**src/rtl/hdmi_pkg.sv**
```systemverilog
// Shared types and constants for the HDMI period scheduler and its TMDS consumers.
package hdmi_pkg;

  // Mode encoding shared with the tmds_channel instances.
  typedef enum logic [2:0] {
    MODE_CTRL      = 3'd0,
    MODE_VIDEO     = 3'd1,
    MODE_VID_GUARD = 3'd2,
    MODE_ISL_DATA  = 3'd3,
    MODE_ISL_GUARD = 3'd4
  } tmds_mode_t;

  // Period sequencer states.
  typedef enum logic [2:0] {
    ST_CTRL,
    ST_VID_PRE,
    ST_VID_GUARD,
    ST_VIDEO,
    ST_ISL_PRE,
    ST_ISL_GUARD_L,
    ST_ISL_DATA,
    ST_ISL_GUARD_T
  } sched_state_t;

  // Preamble CTL pairs for channels 1 and 2.
  localparam logic [1:0] CTL_VID_PRE1 = 2'b01;
  localparam logic [1:0] CTL_VID_PRE2 = 2'b00;
  localparam logic [1:0] CTL_ISL_PRE  = 2'b01;
  localparam logic [1:0] CTL_IDLE     = 2'b00;

  // Period lengths in pixel clocks.
  localparam int PREAMBLE_LEN = 8;
  localparam int GUARD_LEN    = 2;
  localparam int PACKET_LEN   = 32;

  function automatic int min_int(input int a, input int b);
    return (a < b) ? a : b;
  endfunction

endpackage

```
**src/rtl/hdmi_timing_counter.sv**
```systemverilog
// Raster position counters and sync generation. Also exposes the position of
// the next pixel so the scheduler can register outputs aligned with cx/cy.
module hdmi_timing_counter
  import hdmi_pkg::*;
#(
  parameter int H_ACTIVE     = 640,
  parameter int H_TOTAL      = 800,
  parameter int H_SYNC_START = 656,
  parameter int H_SYNC_END   = 752,
  parameter int V_ACTIVE     = 480,
  parameter int V_TOTAL      = 525,
  parameter int V_SYNC_START = 490,
  parameter int V_SYNC_END   = 492
) (
  input  logic        clk_pixel,
  input  logic        reset_n,
  output logic [11:0] cx,
  output logic [10:0] cy,
  output logic        hsync,
  output logic        vsync,
  output logic [11:0] cx_next,
  output logic [10:0] cy_next,
  output logic        active_next
);

  localparam logic [11:0] CX_LAST   = 12'(H_TOTAL - 1);
  localparam logic [10:0] CY_LAST   = 11'(V_TOTAL - 1);
  localparam logic [11:0] CX_ACTIVE = 12'(H_ACTIVE);
  localparam logic [10:0] CY_ACTIVE = 11'(V_ACTIVE);
  localparam logic [11:0] HS_START  = 12'(H_SYNC_START);
  localparam logic [11:0] HS_END    = 12'(H_SYNC_END);
  localparam logic [10:0] VS_START  = 11'(V_SYNC_START);
  localparam logic [10:0] VS_END    = 11'(V_SYNC_END);

  logic [11:0] cx_q, cx_d;
  logic [10:0] cy_q, cy_d;
  logic        hsync_q, hsync_d;
  logic        vsync_q, vsync_d;

  // Next raster position and the syncs/active flag that belong to it.
  always_comb begin
    // NOTE: every always_comb output gets a default first so no path can infer a latch.
    cx_d = cx_q + 12'd1;
    cy_d = cy_q;
    if (cx_q == CX_LAST) begin
      cx_d = '0;
      cy_d = (cy_q == CY_LAST) ? '0 : cy_q + 11'd1;
    end
    hsync_d     = (cx_d >= HS_START) && (cx_d < HS_END);
    vsync_d     = (cy_d >= VS_START) && (cy_d < VS_END);
    active_next = (cx_d < CX_ACTIVE) && (cy_d < CY_ACTIVE);
  end

  // Raster registers; reset parks on the first blanking line.
  always_ff @(posedge clk_pixel or negedge reset_n) begin
    // NOTE: sequential state uses non-blocking assignments so all flops update together.
    if (!reset_n) begin
      cx_q    <= '0;
      cy_q    <= CY_ACTIVE;
      hsync_q <= 1'b0;
      vsync_q <= 1'b0;
    end else begin
      cx_q    <= cx_d;
      cy_q    <= cy_d;
      hsync_q <= hsync_d;
      vsync_q <= vsync_d;
    end
  end

  assign cx      = cx_q;
  assign cy      = cy_q;
  assign hsync   = hsync_q;
  assign vsync   = vsync_q;
  assign cx_next = cx_d;
  assign cy_next = cy_d;

endmodule

```
**src/rtl/hdmi_period_scheduler.sv**
```systemverilog
// HDMI 1.4a period sequencer: control, video preamble/guard/data and data
// islands with a per-packet accept handshake. All outputs are registered from
// the next raster position so they line up with cx/cy.
module hdmi_period_scheduler
  import hdmi_pkg::*;
#(
  parameter int H_ACTIVE     = 640,
  parameter int H_TOTAL      = 800,
  parameter int H_SYNC_START = 656,
  parameter int H_SYNC_END   = 752,
  parameter int V_ACTIVE     = 480,
  parameter int V_TOTAL      = 525,
  parameter int V_SYNC_START = 490,
  parameter int V_SYNC_END   = 492,
  parameter int ISLAND_START = 642,
  parameter int MAX_PACKETS  = 18
) (
  input  logic        clk_pixel,
  input  logic        reset_n,
  input  logic        dvi_mode,
  input  logic        packet_pending,
  output logic [11:0] cx,
  output logic [10:0] cy,
  output logic        hsync,
  output logic        vsync,
  output logic [2:0]  mode,
  output logic [1:0]  ch0_ctl,
  output logic [1:0]  ch1_ctl,
  output logic [1:0]  ch2_ctl,
  output logic        packet_start,
  output logic [4:0]  packet_cycle,
  output logic        island_first
);

  // Packets that fit between the island start and the video preamble with margin.
  localparam int BUDGET =
    min_int(MAX_PACKETS, (H_TOTAL - 14 - ISLAND_START - 12) / PACKET_LEN);

  localparam logic [11:0] CX_ISLAND      = 12'(ISLAND_START);
  localparam logic [11:0] CX_VID_PRE     = 12'(H_TOTAL - PREAMBLE_LEN - GUARD_LEN);
  localparam logic [11:0] CX_VID_GUARD   = 12'(H_TOTAL - GUARD_LEN);
  localparam logic [10:0] CY_LAST_ACTIVE = 11'(V_ACTIVE - 1);
  localparam logic [10:0] CY_LAST        = 11'(V_TOTAL - 1);
  localparam logic [2:0]  PRE_LAST       = 3'(PREAMBLE_LEN - 1);
  localparam logic [2:0]  GUARD_LAST     = 3'(GUARD_LEN - 1);
  localparam logic [4:0]  SLOT_LAST      = 5'(PACKET_LEN - 1);
  localparam logic [7:0]  BUDGET_C       = 8'(BUDGET);

  logic [11:0] cx_next;
  logic [10:0] cy_next;
  logic        active_next;
  logic        vid_pre_line;

  sched_state_t state_q, state_d, idle_state;
  tmds_mode_t   mode_q, mode_d;
  logic [2:0]   phase_q, phase_d;
  logic [4:0]   packet_cycle_q, packet_cycle_d;
  logic [7:0]   sent_q, sent_d;
  logic         dvi_q, dvi_d;
  logic [1:0]   ch1_q, ch1_d;
  logic [1:0]   ch2_q, ch2_d;
  logic         packet_start_q, packet_start_d;
  logic         island_first_q, island_first_d;

  hdmi_timing_counter #(
    .H_ACTIVE    (H_ACTIVE),
    .H_TOTAL     (H_TOTAL),
    .H_SYNC_START(H_SYNC_START),
    .H_SYNC_END  (H_SYNC_END),
    .V_ACTIVE    (V_ACTIVE),
    .V_TOTAL     (V_TOTAL),
    .V_SYNC_START(V_SYNC_START),
    .V_SYNC_END  (V_SYNC_END)
  ) u_timing (
    .clk_pixel  (clk_pixel),
    .reset_n    (reset_n),
    .cx         (cx),
    .cy         (cy),
    .hsync      (hsync),
    .vsync      (vsync),
    .cx_next    (cx_next),
    .cy_next    (cy_next),
    .active_next(active_next)
  );

  // DVI selection is latched at the start of each line and held for the whole line.
  always_comb begin
    dvi_d = dvi_q;
    if (cx_next == '0) dvi_d = dvi_mode;
  end

  // Where an idle (control/video) period goes next: island, video preamble or video.
  always_comb begin
    vid_pre_line = (cy_next < CY_LAST_ACTIVE) || (cy_next == CY_LAST);
    idle_state   = ST_CTRL;
    if (!dvi_d && cx_next == CX_ISLAND && packet_pending) begin
      idle_state = ST_ISL_PRE;
    end else if (!dvi_d && cx_next == CX_VID_PRE && vid_pre_line) begin
      idle_state = ST_VID_PRE;
    end else if (active_next) begin
      idle_state = ST_VIDEO;
    end
  end

  // Period sequencing and the packet-slot handshake.
  always_comb begin
    state_d        = state_q;
    phase_d        = phase_q;
    sent_d         = sent_q;
    packet_cycle_d = '0;
    packet_start_d = 1'b0;
    case (state_q)
      ST_CTRL, ST_VIDEO: begin
        state_d = idle_state;
        phase_d = '0;
      end
      ST_VID_PRE: begin
        if (cx_next == CX_VID_GUARD) state_d = ST_VID_GUARD;
      end
      ST_VID_GUARD: begin
        if (cx_next == '0) state_d = idle_state;
      end
      ST_ISL_PRE: begin
        if (phase_q == PRE_LAST) begin
          state_d = ST_ISL_GUARD_L;
          phase_d = '0;
        end else begin
          phase_d = phase_q + 3'd1;
        end
      end
      ST_ISL_GUARD_L: begin
        if (phase_q == GUARD_LAST) begin
          state_d        = ST_ISL_DATA;
          phase_d        = '0;
          packet_start_d = 1'b1;
          sent_d         = 8'd1;
        end else begin
          phase_d = phase_q + 3'd1;
        end
      end
      ST_ISL_DATA: begin
        if (packet_cycle_q == SLOT_LAST) begin
          if (packet_pending && sent_q < BUDGET_C) begin
            packet_start_d = 1'b1;
            sent_d         = sent_q + 8'd1;
          end else begin
            state_d = ST_ISL_GUARD_T;
            phase_d = '0;
          end
        end else begin
          packet_cycle_d = packet_cycle_q + 5'd1;
        end
      end
      ST_ISL_GUARD_T: begin
        if (phase_q == GUARD_LAST) begin
          state_d = idle_state;
          phase_d = '0;
        end else begin
          phase_d = phase_q + 3'd1;
        end
      end
      default: begin
        state_d = ST_CTRL;
        phase_d = '0;
      end
    endcase
  end

  // Output decode from the next state so registered outputs align with cx/cy.
  always_comb begin
    mode_d         = MODE_CTRL;
    ch1_d          = CTL_IDLE;
    ch2_d          = CTL_IDLE;
    island_first_d = 1'b0;
    case (state_d)
      ST_VID_PRE: begin
        ch1_d = CTL_VID_PRE1;
        ch2_d = CTL_VID_PRE2;
      end
      ST_VID_GUARD: mode_d = MODE_VID_GUARD;
      ST_VIDEO:     mode_d = MODE_VIDEO;
      ST_ISL_PRE: begin
        ch1_d = CTL_ISL_PRE;
        ch2_d = CTL_ISL_PRE;
      end
      ST_ISL_GUARD_L, ST_ISL_GUARD_T: mode_d = MODE_ISL_GUARD;
      ST_ISL_DATA: begin
        mode_d         = MODE_ISL_DATA;
        island_first_d = (packet_cycle_d == '0);
      end
      default: mode_d = MODE_CTRL;
    endcase
  end

  // Scheduler state and output registers; reset abandons any island immediately.
  always_ff @(posedge clk_pixel or negedge reset_n) begin
    if (!reset_n) begin
      state_q        <= ST_CTRL;
      mode_q         <= MODE_CTRL;
      phase_q        <= '0;
      packet_cycle_q <= '0;
      sent_q         <= '0;
      dvi_q          <= 1'b0;
      ch1_q          <= CTL_IDLE;
      ch2_q          <= CTL_IDLE;
      packet_start_q <= 1'b0;
      island_first_q <= 1'b0;
    end else begin
      state_q        <= state_d;
      mode_q         <= mode_d;
      phase_q        <= phase_d;
      packet_cycle_q <= packet_cycle_d;
      sent_q         <= sent_d;
      dvi_q          <= dvi_d;
      ch1_q          <= ch1_d;
      ch2_q          <= ch2_d;
      packet_start_q <= packet_start_d;
      island_first_q <= island_first_d;
    end
  end

  assign mode         = mode_q;
  assign ch0_ctl      = {vsync, hsync};
  assign ch1_ctl      = ch1_q;
  assign ch2_ctl      = ch2_q;
  assign packet_start = packet_start_q;
  assign packet_cycle = packet_cycle_q;
  assign island_first = island_first_q;

endmodule

```
**config.mk**
```make
export PLATFORM = sky130hd
export DESIGN_NAME = hdmi_period_scheduler
export DESIGN_NICKNAME = d
export VERILOG_FILES = /design/src/rtl/hdmi_pkg.sv /design/src/rtl/hdmi_timing_counter.sv /design/src/rtl/hdmi_period_scheduler.sv
export SDC_FILE = /design/constraint.sdc
export NUM_CORES = 1
export LEC_CHECK = 0
export ABC_CLOCK_PERIOD_IN_PS = 4400
export BUFFER_PORTS_ARGS = -buffer_cell sky130_fd_sc_hd__buf_2
export CORE_AREA = 3 3 89 91
export CTS_CLUSTER_SIZE = 14
export DETAILED_ROUTE_END_ITERATION = 7
export DIE_AREA = 0 0 92 94
export HOLD_SLACK_MARGIN = 0.1
export SYNTH_ARGS = -nofsm -noshare
export SYNTH_HDL_FRONTEND = slang
export SYNTH_HIERARCHICAL = 1
export SYNTH_SLANG_ARGS = --single-unit
```
**constraint.sdc**
```tcl
create_clock -name clk_pixel -period 4.4 [get_ports clk_pixel]
set_clock_uncertainty 0.1 [all_clocks]
set_input_delay 0.44 -clock clk_pixel [delete_from_list [all_inputs] [get_ports clk_pixel]]
set_output_delay 0.44 -clock clk_pixel [all_outputs]
set_load 0.005 [all_outputs]
```
==> metrics.md <==
| Metric | Value |
|---|---|
| Die Height | `about 94 um` |
| Final nets | `~360` |
| # setup viols final | `0` |
| DR WL met2 | `3240 um` |
| RSZ-0062 raised after global routing | `false` |
| Die area | `8650 um^2` |
| Hold buffer count at CTS | `0` |
| Post-Synth Simple-Gate Area | `27.5%` |
| P&R area growth vs syn | `12.0%` |
| Starting Density | `42.0%` |
| FF+latch count, synth | `52` |
| Initial antenna violation count | `0` |
| Fmax | `277 MHz` |
| Met1 Wirelength | `3100 um` |
| Mapped Cells | `311` |
| CTS tree | `yes` |
| CP startpoint kind | `register` |
| Final non-filler cell area | `3400 um^2` |
| HP Class | `in2async` |
| CTS Sinks | `52` |
| Synth warn | `6` |
| Setup bufs post-CTS | `0` |
| Setup tns final | `0 ns` |
| Post-CTS sizing | `0` |
| Non-Filler Instances | `449` |
| Diode count | `0` |
| CTS clock-pin slew for the worst setup and hold paths | `0.10 ns` |
| Rows | `31` |
| H-tree depth | `2` |
| Largest family of logic cells by synthesized area | `simple AND/OR/NAND/NOR gates` |
| Port-buffer cells | `42` |
| Crit-path cells | `ha_1, nand4_4, nand4bb_4, nand2_1, mux2_2, inv_1, or4_1, nor4_2, o211ai_1, a32oi_2, xor2_1, and2b_1` |
| Post-synth EDFFs | `0` |
| Critical path required time | `~4.5 ns` |
| Clk_lat worst skew | `0.31 ns` |
| Vias after detailed routing | `around 2500` |
| Critical path class | `reg2reg` |
| Max layer used | `met4` |
| DRC | `0` |
| HPWL Detailed | `4860 um` |
| CP arrival | `around 3.7 ns` |
| Multiplexer share of the synthesized area | `1.49%` |
| Post-synthesis sequential area ratio | `a little over two fifths` |
| Fin util | `between 40% and 50%` |
| Most frequent cells in the layout | `48 x dfrtp_1, 42 x buf_2, 30 x nand2_1` |
| Final ANT Viol Nets | `0` |
| Starting DRT DRC Count | `136` |
| Gr usage total | `between 15 and 20%` |
| Final period utilization | `82.0%` |
| CTS Buf Count | `5` |
| Asr flop ratio synth | `100%` |
| Global-route wire length before repair | `11300 um` |
| Placed cell count | `441` |
| Delay of the slowest critical-path stage | `0.49 ns` |
| Most common cell after layout, fill and taps aside | `dfrtp_1` |
| Core area | `between 7000 and 8000 um^2` |
| CTS root buf | `clkbuf_8` |
| Vias in the first global route | `2370` |
| Number of max-cap violations | `0` |
| Netlist cell types | `63` |
| Mapped Area | `between 3000 and 4000 um^2` |
| DR WL met3 | `295 um` |
| Pwr dens | `228 nW/um^2` |
| Layout cells sized above 1 | `20.0%` |
| Max VDD drop | `0.122 mV` |
| Post-DP Area | `3300 um^2` |
| Crit-path slowest cell | `nor4_2` |
| Compound-gate portion of the synthesized area | `13.9%` |
| Routed len/inst | `14.9 um` |
| Num ports | `45` |
| Fin. Hold Viols | `0` |
| Status | `complete, no violations` |
| Syn avg cell area | `9.75 um^2` |
| Via/cell ratio | `5.49` |
| Post-layout min period | `3.61 ns` |
| Adder-Cell Fraction of Synth Area | `4.13%` |
| Clock Tree Buf Depth | `2` |
| Slew headroom | `53.4%` |
| Fin. max-slew vios | `0` |
| Remaining global-route overflow | `0` |
| Die W | `between 90 and 100 um` |
| Initial DRT Pass Iterations | `4` |
| Synth Area in XOR/XNOR | `5.78%` |
| Gpl congestion | `approximately 0.86` |
| Max FO, Critical Path | `18` |
| Bufs and invs on worst path | `1` |
| Crit end category | `register` |
| Top cell family by delay on the critical path | `simple AND/OR/NAND/NOR gates` |
| Largest net degree at the start of global routing | `53` |
| Worst Max-Slew Pin Slew | `0.699 ns` |
| Routed wire length | `6690 um` |
| Synth Flop Type | `dfrtp_1` |
| Leakage power | `about 1.6 nW` |
worst reg2reg max path, cell delays in order (launching register included):
cell       delay, ns
dfrtp_1         0.44
ha_1            0.31
nand4_4         0.16
nand4bb_4       0.38
nand2_1         0.14
mux2_2          0.18
inv_1           0.08
or4_1           0.43
nor4_2          0.49
o211ai_1        0.15
a32oi_2         0.35
xor2_1          0.12
and2b_1         0.17
final timing paths:
path                                start             end  slack (ns)  cells after the start
min in group clk_pixel           dvi_mode           dvi_q        0.24                      2
max in group asynchronous         reset_n  u_timing/cx[3]        3.63                      2
min                               reset_n  u_timing/cy[0]        0.14                      2
max                        u_timing/cx[0]      ch1_ctl[0]        0.79                     12
min reg2reg                     sent_q[0]       sent_q[0]        0.40                      1
max reg2reg                u_timing/cx[0]      ch1_ctl[0]        0.79                     12
through the flow:
stage	total power [mW]	hold slack, ns	setup WS (ns)
6_report	0.775	0.143	0.793
5_1_grt	0.807	0.195	0.448
4_1_cts	0.787	0.165	0.729
3_5_place_dp	0.501	0.391	0.769
3_3_place_gp	0.500	0.384	0.848
2_1_floorplan	0.490	0.0444	1.07
layout make-up:
class,count,area [um^2]
Inverter,11,41.3
Timing Repair Buffer,44,225
Clock inverter,3,23.8
Tap cell,99,124
Multi-Input combinational cell,235,1610
Clock buffer,5,68.8
Sequential cell,52,1310
Fill cell,709,3820
state kept, by name, summed over array words and instances (netlist names):
name and count:
u_timing/cx 12, dvi_q 1, island_first 1, u_timing/hsync 1, u_timing/cy 11, state_q 3, sent_q 8, packet_start 1
ch2_ctl 1, ch1_ctl 1, packet_cycle 5, mode 3, u_timing/vsync 1, phase_q 3
cell usage after synthesis, types with 2 or more instances:
master    instances  share of area [%]
dfrtp_1          48                 40
nand2_1          30                3.7
nor2_1           13                1.6
nor3_1           13                2.1
and3_1           12                2.5
nand3_1          12                2.0
o21ai_0          12                2.0
xor2_1           12                3.5
a21oi_1          11                1.8
inv_1            11                1.4
ha_1             10                4.1
a31oi_1           8                1.7
o21ai_1           8                1.3
xnor2_1           8                2.3
clkbuf_1          6               0.74
nand4_1           6                1.2
and2_1            5                1.0
buf_4             5                1.2
nor2b_1           5                1.0
dfstp_2           4                3.5
nand2b_1          4               0.82
nor4_1            4               0.82
or4_1             4               0.99
and4_1            3               0.87
mux2_2            3                1.1
nor3b_1           3               0.74
o211ai_1          3               0.74
o31ai_1           3               0.74
or3_1             3               0.62
a211oi_1          2               0.49
a22o_1            2               0.58
and4b_1           2               0.66
buf_2             2               0.33
nor3_4            2                1.1
nor4b_1           2               0.58
nor4bb_1          2               0.66
o21a_1            2               0.49
report_power, final:
part,total (mW),internal (mW),switching [mW]
logic,0.0124,0.00188,0.0105
registers,0.478,0.478,0
clock network,0.285,0.113,0.171
total,0.775,0.593,0.182
logic make-up (layout without fill, tap and decap cells):
logic type / after synthesis / in the layout
AND/OR/NAND/NOR: 136 / 136
XOR/XNOR: 20 / 20
multiplexers: 4 / 4
other: 1 / 2
flip-flops: 52 / 52
AO/OA/AOI/OAI: 63 / 63
adder cells (fa/ha/maj): 10 / 10
buffers and inverters: 25 / 63
routing by layer:
metal  vias up  global-route usage, %
met1      1194                   21.0
met5         -                      0
met2        61                   27.4
met3         5                   3.21
met4         0                   4.83
li1       1207                      -
Power figures use the tool's default switching activity.
